[config.mk]
export PLATFORM = sky130hd
export DESIGN_NAME = sine_seq_ctrl_flat
export DESIGN_NICKNAME = d
export VERILOG_FILES = /design/src/rtl/sine_seq_ctrl_if.sv /design/src/rtl/sine_seq_ctrl.sv /design/src/flat_wrapper.sv
export SDC_FILE = /design/constraint.sdc
export NUM_CORES = 2
export LEC_CHECK = 0
export ABC_AREA = 0
export BUFFER_PORTS_ARGS = -buffer_cell sky130_fd_sc_hd__clkbuf_2
export CAP_MARGIN = 20
export CORE_ASPECT_RATIO = 1.25
export CORE_MARGIN = 2
export CORE_UTILIZATION = 55
export DETAILED_ROUTE_END_ITERATION = 16
export HOLD_SLACK_MARGIN = 0.05
export PLACE_DENSITY = 0.7
export SYNTH_ARGS = -nofsm -noshare
export SYNTH_HDL_FRONTEND = slang
export SYNTH_SLANG_ARGS = --single-unit
[constraint.sdc]
create_clock -name i_clk -period 16.7 [get_ports i_clk]
set_input_delay 0.835 -clock i_clk [delete_from_list [all_inputs] [get_ports i_clk]]
set_output_delay 0.835 -clock i_clk [all_outputs]
set_load 0.01 [all_outputs]
[src/rtl/sine_seq_ctrl_if.sv]
// Request/response bundle for the sequenced sine evaluator: start/angle in,
// busy/done/result/range flag out.
interface sine_seq_ctrl_if #(
  parameter int N = 24
);
  logic         i_start;
  logic [N-1:0] i_angle;
  logic         o_busy;
  logic         o_done;
  logic [N-1:0] o_sin;
  logic         o_range_err;

  modport master (
    output i_start, i_angle,
    input  o_busy, o_done, o_sin, o_range_err
  );

  modport slave (
    input  i_start, i_angle,
    output o_busy, o_done, o_sin, o_range_err
  );
endinterface

[src/rtl/sine_seq_ctrl.sv]
// Sequenced sine: one shared sign-magnitude Q12.12 multiplier and adder stepped
// through a 7th-order odd polynomial. Define SINE_SEQ_QUADRANT_EN to add the quadrant fold.
module qmult_SN #(
  parameter int N = 24,
  parameter int Q = 12
) (
  input  logic [N-1:0] a_i,
  input  logic [N-1:0] b_i,
  output logic [N-1:0] p_o
);
  localparam int W = 2 * (N - 1);

  logic [W-1:0] a_ext;
  logic [W-1:0] b_ext;
  logic [N-2:0] mag;

  assign a_ext = W'(a_i[N-2:0]);
  assign b_ext = W'(b_i[N-2:0]);
  // Keep bits [N-2+Q:Q] of the full product; anything above is dropped, not saturated.
  assign mag   = (N-1)'((a_ext * b_ext) >> Q);
  assign p_o   = {a_i[N-1] ^ b_i[N-1], mag};
endmodule

module qadd_SN #(
  parameter int N = 24
) (
  input  logic [N-1:0] a_i,
  input  logic [N-1:0] b_i,
  output logic [N-1:0] s_o
);
  logic [N-2:0] a_mag;
  logic [N-2:0] b_mag;
  logic [N-2:0] mag;
  logic         sgn;

  assign a_mag = a_i[N-2:0];
  assign b_mag = b_i[N-2:0];

  // NOTE: every output of a combinational block gets a default first so no path infers a latch.
  always_comb begin
    mag = '0;
    sgn = 1'b0;
    if (a_i[N-1] == b_i[N-1]) begin
      mag = a_mag + b_mag;
      sgn = a_i[N-1];
    end else if (a_mag >= b_mag) begin
      mag = a_mag - b_mag;
      sgn = a_i[N-1];
    end else begin
      mag = b_mag - a_mag;
      sgn = b_i[N-1];
    end
  end

  assign s_o = {sgn & (mag != '0), mag};
endmodule

module sine_seq_ctrl #(
  parameter int N = 24,
  parameter int Q = 12
) (
  input  logic         i_clk,
  input  logic         i_rst_n,
  sine_seq_ctrl_if.slave bus
);
  typedef enum logic [1:0] {IDLE, RUN, DONE} state_t;
  typedef enum logic [3:0] {
    S_Y, S_FOLD, S_Y2, S_Y3, S_ACC1, S_ACC3, S_Y5, S_ACC5, S_Y7, S_ACC7
  } step_t;

  localparam logic [N-1:0] K_C  = 24'h000A2F;
  localparam logic [N-1:0] C1_C = 24'h001921;
  localparam logic [N-1:0] C3_C = 24'h800A56;
  localparam logic [N-1:0] C5_C = 24'h000146;
  localparam logic [N-1:0] C7_C = 24'h800013;
  localparam logic [N-2:0] ONE  = (N-1)'(1) << Q;

  state_t       state_q, state_d;
  step_t        step_q, step_d;
  logic [N-1:0] ang_q, ang_d;
  logic [N-1:0] y_q, y_d;
  logic [N-1:0] y2_q, y2_d;
  logic [N-1:0] y3_q, y3_d;
  logic [N-1:0] y5_q, y5_d;
  logic [N-1:0] y7_q, y7_d;
  logic [N-1:0] acc_q, acc_d;
  logic [N-1:0] sin_q, sin_d;
  logic         rerr_q, rerr_d;
  logic         range_err_q, range_err_d;
  logic         done_q, done_d;
  logic         busy_q, busy_d;

  logic [N-1:0] mul_a, mul_b, mul_p, add_s;

  qmult_SN #(.N(N), .Q(Q)) u_mult (.a_i(mul_a), .b_i(mul_b), .p_o(mul_p));
  qadd_SN  #(.N(N))        u_add  (.a_i(acc_q), .b_i(mul_p), .s_o(add_s));

`ifdef SINE_SEQ_QUADRANT_EN
  logic [1:0]   quad;
  logic [N-2:0] frac;
  logic [N-2:0] fold_mag;
  logic         fold_neg;
  logic [N-1:0] fold_y;

  assign quad = y_q[Q+1:Q];
  assign frac = {{(N-1-Q){1'b0}}, y_q[Q-1:0]};

  // Quadrants 1 and 3 mirror about 1.0; quadrants 2 and 3 flip the sign.
  always_comb begin
    fold_mag = frac;
    fold_neg = 1'b0;
    case (quad)
      2'd1: fold_mag = ONE - frac;
      2'd2: fold_neg = 1'b1;
      2'd3: begin
        fold_mag = ONE - frac;
        fold_neg = 1'b1;
      end
      default: ;
    endcase
  end

  assign fold_y = {(fold_neg ^ y_q[N-1]) & (fold_mag != '0), fold_mag};
`endif

  always_comb begin
    mul_a = '0;
    mul_b = '0;
    case (step_q)
      S_Y:    begin mul_a = ang_q; mul_b = K_C;  end
      S_Y2:   begin mul_a = y_q;   mul_b = y_q;  end
      S_Y3:   begin mul_a = y_q;   mul_b = y2_q; end
      S_ACC1: begin mul_a = y_q;   mul_b = C1_C; end
      S_ACC3: begin mul_a = y3_q;  mul_b = C3_C; end
      S_Y5:   begin mul_a = y3_q;  mul_b = y2_q; end
      S_ACC5: begin mul_a = y5_q;  mul_b = C5_C; end
      S_Y7:   begin mul_a = y5_q;  mul_b = y2_q; end
      S_ACC7: begin mul_a = y7_q;  mul_b = C7_C; end
      default: ;
    endcase
  end

  always_comb begin
    state_d     = state_q;
    step_d      = step_q;
    ang_d       = ang_q;
    y_d         = y_q;
    y2_d        = y2_q;
    y3_d        = y3_q;
    y5_d        = y5_q;
    y7_d        = y7_q;
    acc_d       = acc_q;
    sin_d       = sin_q;
    rerr_d      = rerr_q;
    range_err_d = range_err_q;
    done_d      = 1'b0;

    case (state_q)
      IDLE: begin
        if (bus.i_start) begin
          state_d = RUN;
          ang_d   = bus.i_angle;
          step_d  = S_Y;
          acc_d   = '0;
        end
      end
      RUN: begin
        case (step_q)
          S_Y: begin
            y_d = mul_p;
`ifdef SINE_SEQ_QUADRANT_EN
            rerr_d = 1'b0;
            step_d = S_FOLD;
`else
            rerr_d = (mul_p[N-2:0] > ONE);
            step_d = S_Y2;
`endif
          end
`ifdef SINE_SEQ_QUADRANT_EN
          S_FOLD: begin
            y_d    = fold_y;
            step_d = S_Y2;
          end
`endif
          S_Y2:   begin y2_d  = mul_p; step_d = S_Y3;   end
          S_Y3:   begin y3_d  = mul_p; step_d = S_ACC1; end
          S_ACC1: begin acc_d = mul_p; step_d = S_ACC3; end
          S_ACC3: begin acc_d = add_s; step_d = S_Y5;   end
          S_Y5:   begin y5_d  = mul_p; step_d = S_ACC5; end
          S_ACC5: begin acc_d = add_s; step_d = S_Y7;   end
          S_Y7:   begin y7_d  = mul_p; step_d = S_ACC7; end
          S_ACC7: begin
            acc_d   = add_s;
            state_d = DONE;
          end
          default: state_d = IDLE;
        endcase
      end
      DONE: begin
        state_d     = IDLE;
        done_d      = 1'b1;
        sin_d       = (acc_q[N-2:0] == '0) ? '0 : acc_q;
        range_err_d = rerr_q;
      end
      default: state_d = IDLE;
    endcase

    // Busy covers the done pulse so it drops on the same edge as o_done.
    busy_d = (state_d != IDLE) || done_d;
  end

  // NOTE: sequential state uses non-blocking assignments; every register, data included,
  // is reset so an aborted run leaves nothing behind.
  always_ff @(posedge i_clk or negedge i_rst_n) begin
    if (!i_rst_n) begin
      state_q     <= IDLE;
      step_q      <= S_Y;
      ang_q       <= '0;
      y_q         <= '0;
      y2_q        <= '0;
      y3_q        <= '0;
      y5_q        <= '0;
      y7_q        <= '0;
      acc_q       <= '0;
      sin_q       <= '0;
      rerr_q      <= 1'b0;
      range_err_q <= 1'b0;
      done_q      <= 1'b0;
      busy_q      <= 1'b0;
    end else begin
      state_q     <= state_d;
      step_q      <= step_d;
      ang_q       <= ang_d;
      y_q         <= y_d;
      y2_q        <= y2_d;
      y3_q        <= y3_d;
      y5_q        <= y5_d;
      y7_q        <= y7_d;
      acc_q       <= acc_d;
      sin_q       <= sin_d;
      rerr_q      <= rerr_d;
      range_err_q <= range_err_d;
      done_q      <= done_d;
      busy_q      <= busy_d;
    end
  end

  assign bus.o_busy      = busy_q;
  assign bus.o_done      = done_q;
  assign bus.o_sin       = sin_q;
  assign bus.o_range_err = range_err_q;
endmodule

[src/flat_wrapper.sv]
// flat-port wrapper written by rule: the top's interface ports become plain ports
module sine_seq_ctrl_flat 
#(
  parameter int N = 24,
  parameter int Q = 12
)
  (i_clk, i_rst_n, bus_i_start, bus_i_angle, bus_o_busy, bus_o_done, bus_o_sin, bus_o_range_err);
  sine_seq_ctrl_if #(.N(N)) bus_i ();
  input  logic i_clk;
  input  logic i_rst_n;
  input wire logic [$bits(bus_i.i_start)-1:0] bus_i_start;
  input wire logic [$bits(bus_i.i_angle)-1:0] bus_i_angle;
  output wire logic [$bits(bus_i.o_busy)-1:0] bus_o_busy;
  output wire logic [$bits(bus_i.o_done)-1:0] bus_o_done;
  output wire logic [$bits(bus_i.o_sin)-1:0] bus_o_sin;
  output wire logic [$bits(bus_i.o_range_err)-1:0] bus_o_range_err;
  assign bus_i.i_start = bus_i_start;
  assign bus_i.i_angle = bus_i_angle;
  assign bus_o_busy = bus_i.o_busy;
  assign bus_o_done = bus_i.o_done;
  assign bus_o_sin = bus_i.o_sin;
  assign bus_o_range_err = bus_i.o_range_err;
  sine_seq_ctrl #(.N(N), .Q(Q)) u_core (.i_clk(i_clk), .i_rst_n(i_rst_n), .bus(bus_i));
endmodule
Yosys cells after proc, flatten, opt, wreduce, memory -nomap -nowiden
Index checks and enable logic that the tools add are counted.

storage, ports and cells
  output and inout bits = 27
  register bits = 202

operators by class
  reduce and logical (&&, ||, !) cells = 21
  multiply operators = 1
  bitwise gates (word level) = 2
  eq/ne operators = 14
  magnitude comparators = 2
  $add $sub $neg = 3
  multiplexer cells = 17

operator list
  kind                                                  count
  one-hot mux 24 bit (7 select lines)                   1
  one-hot mux 24 bit (5 select lines)                   1
  one-hot mux 24 bit (2 select lines)                   2
  two-way mux 24 bit                                    2
  two-way mux 23 bit                                    2
  subtractor 23 bit                                     2
  multiplier 23 x 23 -> 35 bit                          1
  one-hot mux 4 bit (8 select lines)                    1
  adder 23 bit                                          1
  >= comparator 23 bit                                  1
  > comparator 23 x 13 -> 1 bit, second input constant  1
  logical NOT 23 bit                                    1
  nonzero test 23 bit                                   1
  == test 4 x 3 -> 1 bit, second input constant         4
  AND reduction 2 bit                                   6
  != test 9 x 8 -> 1 bit, second input constant         1
  OR reduction 3 bit                                    3
  == test 4 x 2 -> 1 bit, second input constant         2
  == test 4 bit, second input constant                  2
  one-hot mux 2 bit (2 select lines)                    2
  one-hot mux 4 bit (2 select lines)                    1
  OR reduction 8 bit                                    1
  AND reduction 3 bit                                   2
  logical NOT 4 bit                                     1
  14 further kinds                                      18

Logic depth before layout (Yosys ltp)
  depth in word-level cells = 11
  mapped depth = 55
  depth with buffers taken out = 44

Hierarchy
A second synthesis with hierarchy kept.

unflattened totals
  cells, all modules = 3057
  area, all modules = 27629.0 um^2

by module, submodules not included
  module         cells each  area an instance (um^2)  instances
  qmult_SN       1636        14393.8                  1
  sine_seq_ctrl  841         9382.7                   1
  qadd_SN        580         3852.4                   1

Worst setup path before layout
No wires, ideal clock.

  path type = flip-flop to flip-flop
  start point = register u_core.step_q[1]
  end point = register u_core.acc_q[15]
  period minus slack after synthesis = 11.107 ns
  path buffers = 7
  cell stages (with the launch flop) = 50
  data required time = 16.578 ns
  slack = 5.593 ns
  setup time = 0.122 ns
  data arrival time = 10.986 ns
  cells stage by stage = dfrtp_1 buf_4 nor4b_2 or2_1 buf_2 buf_1 a222oi_1 nand3_1 clkbuf_1 nand2_1 fa_1 inv_1 fa_1 inv_1 fa_1 inv_1 ha_1 inv_1 (+14 left out) xnor2_1 inv_1 ha_1 nand4_1 nor4_1 a21oi_1 o22a_1 o21ai_1 buf_6 buf_2 buf_2 mux2i_1 nand3_1 a21oi_1 nor2_1 xnor2_1 nand2_1 a32o_1

between the ends
  cells in the longest elaborated chain, start to end = 9

ends and longest elaborated chain
  element                                                                                            line                  RTL
  start, declared                                                                                    sine_seq_ctrl.sv:79   step_t step_q, step_d;
  start signal, assigned                                                                             sine_seq_ctrl.sv:232  step_q <= step_d;
  == test 4 x 2 -> 1 bit, or another cell as far along                                               sine_seq_ctrl.sv:129  case (step_q)
  OR reduction 3 bit (no source line) / OR reduction 2 bit (equally long branches)                   n/a
  one-hot mux 24 bit (7 select lines) / one-hot mux 24 bit (5 select lines) (equally long branches)  sine_seq_ctrl.sv:129
  multiplier 23 x 23 -> 35 bit (*)                                                                   sine_seq_ctrl.sv:20   assign mag = (N-1)'((a_ext * b_ext) >> Q);
  net u_core.mul_p[18]                                                                               sine_seq_ctrl.sv:93   logic [N-1:0] mul_a, mul_b, mul_p, add_s;
  >= comparator 23 bit (*)                                                                           sine_seq_ctrl.sv:46   end else if (a_mag >= b_mag) begin
  two-way mux 23 bit (*)                                                                             sine_seq_ctrl.sv:46
  two-way mux 23 bit (*)                                                                             sine_seq_ctrl.sv:43   if (a_i[N-1] == b_i[N-1]) begin
  one-hot mux 24 bit (2 select lines) (*)                                                            sine_seq_ctrl.sv:168  case (step_q)
  one-hot mux 24 bit (2 select lines) (*)                                                            sine_seq_ctrl.sv:158  case (state_q)
  end signal, assigned                                                                               sine_seq_ctrl.sv:224  acc_q <= '0;
  end signal, assigned                                                                               sine_seq_ctrl.sv:239  acc_q <= acc_d;
  end, declared                                                                                      sine_seq_ctrl.sv:86   logic [N-1:0] acc_q, acc_d;

The timed path passes the listed nets; every way through them passes the cells marked *.
A chain may end at the register's enable or synchronous reset.

Final worst setup path
  start point = register u_core.step_q[0]
  end point = register u_core.acc_q[23]

between the ends
  cells in the longest elaborated chain, start to end = 11

ends and longest elaborated chain
  element                                                                                            line                  RTL
  == test 4 x 2 -> 1 bit, or another cell as far along                                               sine_seq_ctrl.sv:129
  OR reduction 3 bit (no source line) / OR reduction 2 bit (equally long branches)                   n/a
  one-hot mux 24 bit (7 select lines) / one-hot mux 24 bit (5 select lines) (equally long branches)  sine_seq_ctrl.sv:129
  multiplier 23 x 23 -> 35 bit (*)                                                                   sine_seq_ctrl.sv:20
  net u_core.mul_p[18]                                                                               sine_seq_ctrl.sv:93
  subtractor 23 bit, or another cell as far along                                                    sine_seq_ctrl.sv:50   mag = b_mag - a_mag;
  two-way mux 23 bit                                                                                 sine_seq_ctrl.sv:46
  two-way mux 23 bit                                                                                 sine_seq_ctrl.sv:43
  nonzero test 23 bit                                                                                sine_seq_ctrl.sv:55   assign s_o = {sgn & (mag != '0), mag};
  AND 1 bit (*)                                                                                      sine_seq_ctrl.sv:55
  one-hot mux 24 bit (2 select lines) (*)                                                            sine_seq_ctrl.sv:168
  one-hot mux 24 bit (2 select lines) (*)                                                            sine_seq_ctrl.sv:158

Marked as above.

==> run_results.csv <==
group,metric,value,unit
global_route,track_usage,0.362,
route,drt_first_iter_violations,2210,
route,routed_wl,90900,µm
logic_synthesis,ys.flop_type,"dfrtp_1",
die,fp-row-count,91,
die,die_area,0.0513,mm²
cells_and_area,design_area,0.0289,mm²
critical_path,path_depth,45,
route,top_layer_used,"met4",
clock_tree,clockBufferDepth,3,
hold_path,hp-class,"input port to async pin",
timing,finalCritPeriodShare,0.847,
critical_path,critPathArrivalTime,14.55,ns
logic_synthesis,netlist_area,0.0272,mm²
die,initial_core_util,0.554,
logic_synthesis,syn-num-nets,3795,
placed_design,hpwl,71600,µm
logic_synthesis,yosysWarnings,0,
logic_synthesis,synth_edf_count,0,
critical_path,worstSetupStartpointType,"flop",
logic_synthesis,synth_xor_area_frac,0.0246,
route,drtPass1Iterations,6,
route,num_vias,23100,
cells_and_area,fin_nets,3771,
timing,tightest_slew,1.11,ns
cells_and_area,instances_no_fill,3838,
clock_tree,path_clk_slew,0.07,ns
route,vias_per_cell,6.02,
critical_path,cp_max_fo,45,
route,wl_per_cell,23.7,µm
critical_path,crit_slowest_cell,"a2111oi_0",
logic_synthesis,synth_compound_area_frac,0.138,
logic_synthesis,synth_top_family_by_area,"adder cells",
critical_path,path_delay_family,"adder cells",
clock_tree,h-tree-depth,1,
critical_path,r2r-start,"u_core.step_q[0]",
critical_path,reg2reg_depth,45,
route,ant_nets,0,
clock_tree,cts_setup_buffers,0,
critical_path,critPathBufInv,11,
placed_design,portBuffers,53,
timing,setup_viol,0,
placed_design,placedCellCount,3803,
logic_synthesis,synth-simple-area-share,0.167,
critical_path,startpoint,"u_core.step_q[0]",
route,wl_met2,45700,µm
critical_path,end_kind,"flop",
logic_synthesis,syn_inst,3199,
clock_tree,post_cts_resized,0,
critical_path,critPathRequiredTime,17.10,ns
logic_synthesis,avgSynthCellArea,8.51,µm²
global_route,grt_pass1_wl,140000,µm
route,wl_met3,6780,µm
logic_synthesis,yosys.area_share.adder,0.368,
clock_tree,cts_buffers,20,
cells_and_area,area_delta_synth_final,6.02,%
timing,timing.setup.tns,0,ns
clock_tree,cts_tree,"yes",
logic_synthesis,async_flop_share,1.00,
placed_design,dpl-instance-area,0.0282,mm²
timing,min_period,14.15,ns
critical_path,crit_type,"flop to flop",
logic_synthesis,synth-seq-area-share,0.186,
logic_synthesis,synth_area_leaders,"fa_1 (29%), dfrtp_1 (19%), ha_1 (8.3%)",
flow_run,cap_viol_max_count,0,
cells_and_area,drive_gt1_frac,0.0700,
clock_tree,root_buffer,"clkbuf_16",
clock_tree,cts_sinks,202,
timing,rsz0062_at_grt,"false",
logic_synthesis,synth_seq_cells,202,
global_route,grt_max_degree,75,
logic_synthesis,synth_top_cell_by_area,"fa_1",
die,dieHeight,253,µm
timing,drv_slew,0,
status,status,"complete, no violations",
critical_path,crit_top_cell,"inv_1",
clock_tree,clk-insertion-delay-late,0.52,ns
clock_tree,hold_buffers,0,
logic_synthesis,synth.distinct_cells,97,
global_route,grt_remaining_overflow,0,
logic_synthesis,synthMuxAreaShare,0.0171,
critical_path,cpPeakStageDelay,0.87,ns
die,die_w,203,µm
route,m1WireLength,31300,µm
timing,finalHoldViolations,0,
cells_and_area,final_util,0.587,
placed_design,place.gp.congestion,1.05,
timing,max_slew_margin,0.262,
timing,finClkSkew,0.0175,ns
route,drc,0,
global_route,grt_pass1_vias,24200,
logic_synthesis,synth_top_area_frac,0.285,
die,ios,54,
die,core_area,0.0492,mm²
global_route,antenna_found_initial,1,
timing,fmax,70.7,MHz
[per-stage QoR]
stage	hold WS, ns	setup slack, ns
CTS	0.285	2.88
finish	0.279	2.55
floorplan	0.443	5.59
detailed placement	0.469	2.92
global route	0.310	1.93
global placement	0.461	2.85
[sequential cells by signal, summed over array words and instances, names as in the netlist]
register and flops:
u_core.step_q 4, u_core.y2_q 24, u_core.bus.o_range_err 1, u_core.y3_q 24, u_core.y_q 24, u_core.ang_q 24
u_core.acc_q 24, u_core.rerr_q 1, u_core.bus.o_sin 24, u_core.bus.o_done 1, u_core.bus.o_busy 1, u_core.y7_q 24
u_core.state_q 2, u_core.y5_q 24
[worst register-to-register path, delay by kind of cell, from the launching register on]
family	cells	cell delay, ns
simple gates	10	3.80
buf+inv	11	1.76
fa+ha+maj	9	3.99
flops	1	0.48
compound gates	12	2.95
mux	1	0.40
xor+xnor	2	0.65
[path summary, 6_finish.rpt]
check / endpoint / slack, ns
worst max-delay path: u_core.acc_q[23] / 2.55
worst min-delay path: u_core.bus.o_sin[17] / 0.28
worst max register to register: u_core.acc_q[23] / 2.55
worst min register to register: u_core.y5_q[5] / 0.48
max in group asynchronous: u_core.y7_q[3] / 15.01
min in group i_clk: u_core.y5_q[5] / 0.48
[cell families (layout without fill, tap and decap cells)]
| logic type | after synthesis | in the layout |
|---|---|---|
| buffers and inverters | 698 | 685 |
| adders and majority gates | 569 | 569 |
| AOI/OAI and AO/OA | 583 | 583 |
| and+or+nand+nor | 1038 | 1038 |
| DFF | 202 | 202 |
| other | 0 | 1 |
| xor gates and xnor gates | 66 | 66 |
| muxes | 43 | 43 |
[cells in the mapped netlist, types with 19 or more instances]
master / count
nand2b_1: 19
nand3_1: 38
and2_1: 44
clkbuf_1: 125
nor2_1: 231
and3_1: 22
ha_1: 181
nand2_1: 545
a21oi_1: 109
a21o_1: 25
nor3_1: 29
buf_2: 20
fa_1: 388
xnor2_1: 45
mux2_2: 29
a22oi_1: 27
o21ai_0: 222
dfrtp_1: 202
a22o_1: 21
nor2b_1: 28
inv_1: 527
[metal layers]
layer,vias to the layer above,GRT usage
met2,1151,0.641
met3,354,0.0515
met5,-,0
met1,11500,0.411
li1,10200,-
met4,0,0.227
[final cells by class]
type                       count  area, µm²
tap                          651        815
sequential                   202       5050
clock buffer                  25        571
fill                        4457      20300
antenna                        1       2.50
multi-input combinational   2299      19500
timing repair buffer         124        823
clock inverter                 8        126
inverter                     528       1980
[placed cells by master (no fill, tap or decap), types with 38 or more instances in the layout]
cell	synthesis	layout
a21oi_1	109	108
nor2_1	231	231
o21ai_0	222	219
clkbuf_2	0	52
inv_1	527	527
dfrtp_1	202	202
nand2_1	545	545
buf_4	2	69
xnor2_1	45	45
ha_1	181	181
fa_1	388	388
nand3_1	38	38
and2_1	44	44
Power is not shown: default switching activity piles up to over one toggle a cycle in this logic, so the estimate is an artifact.
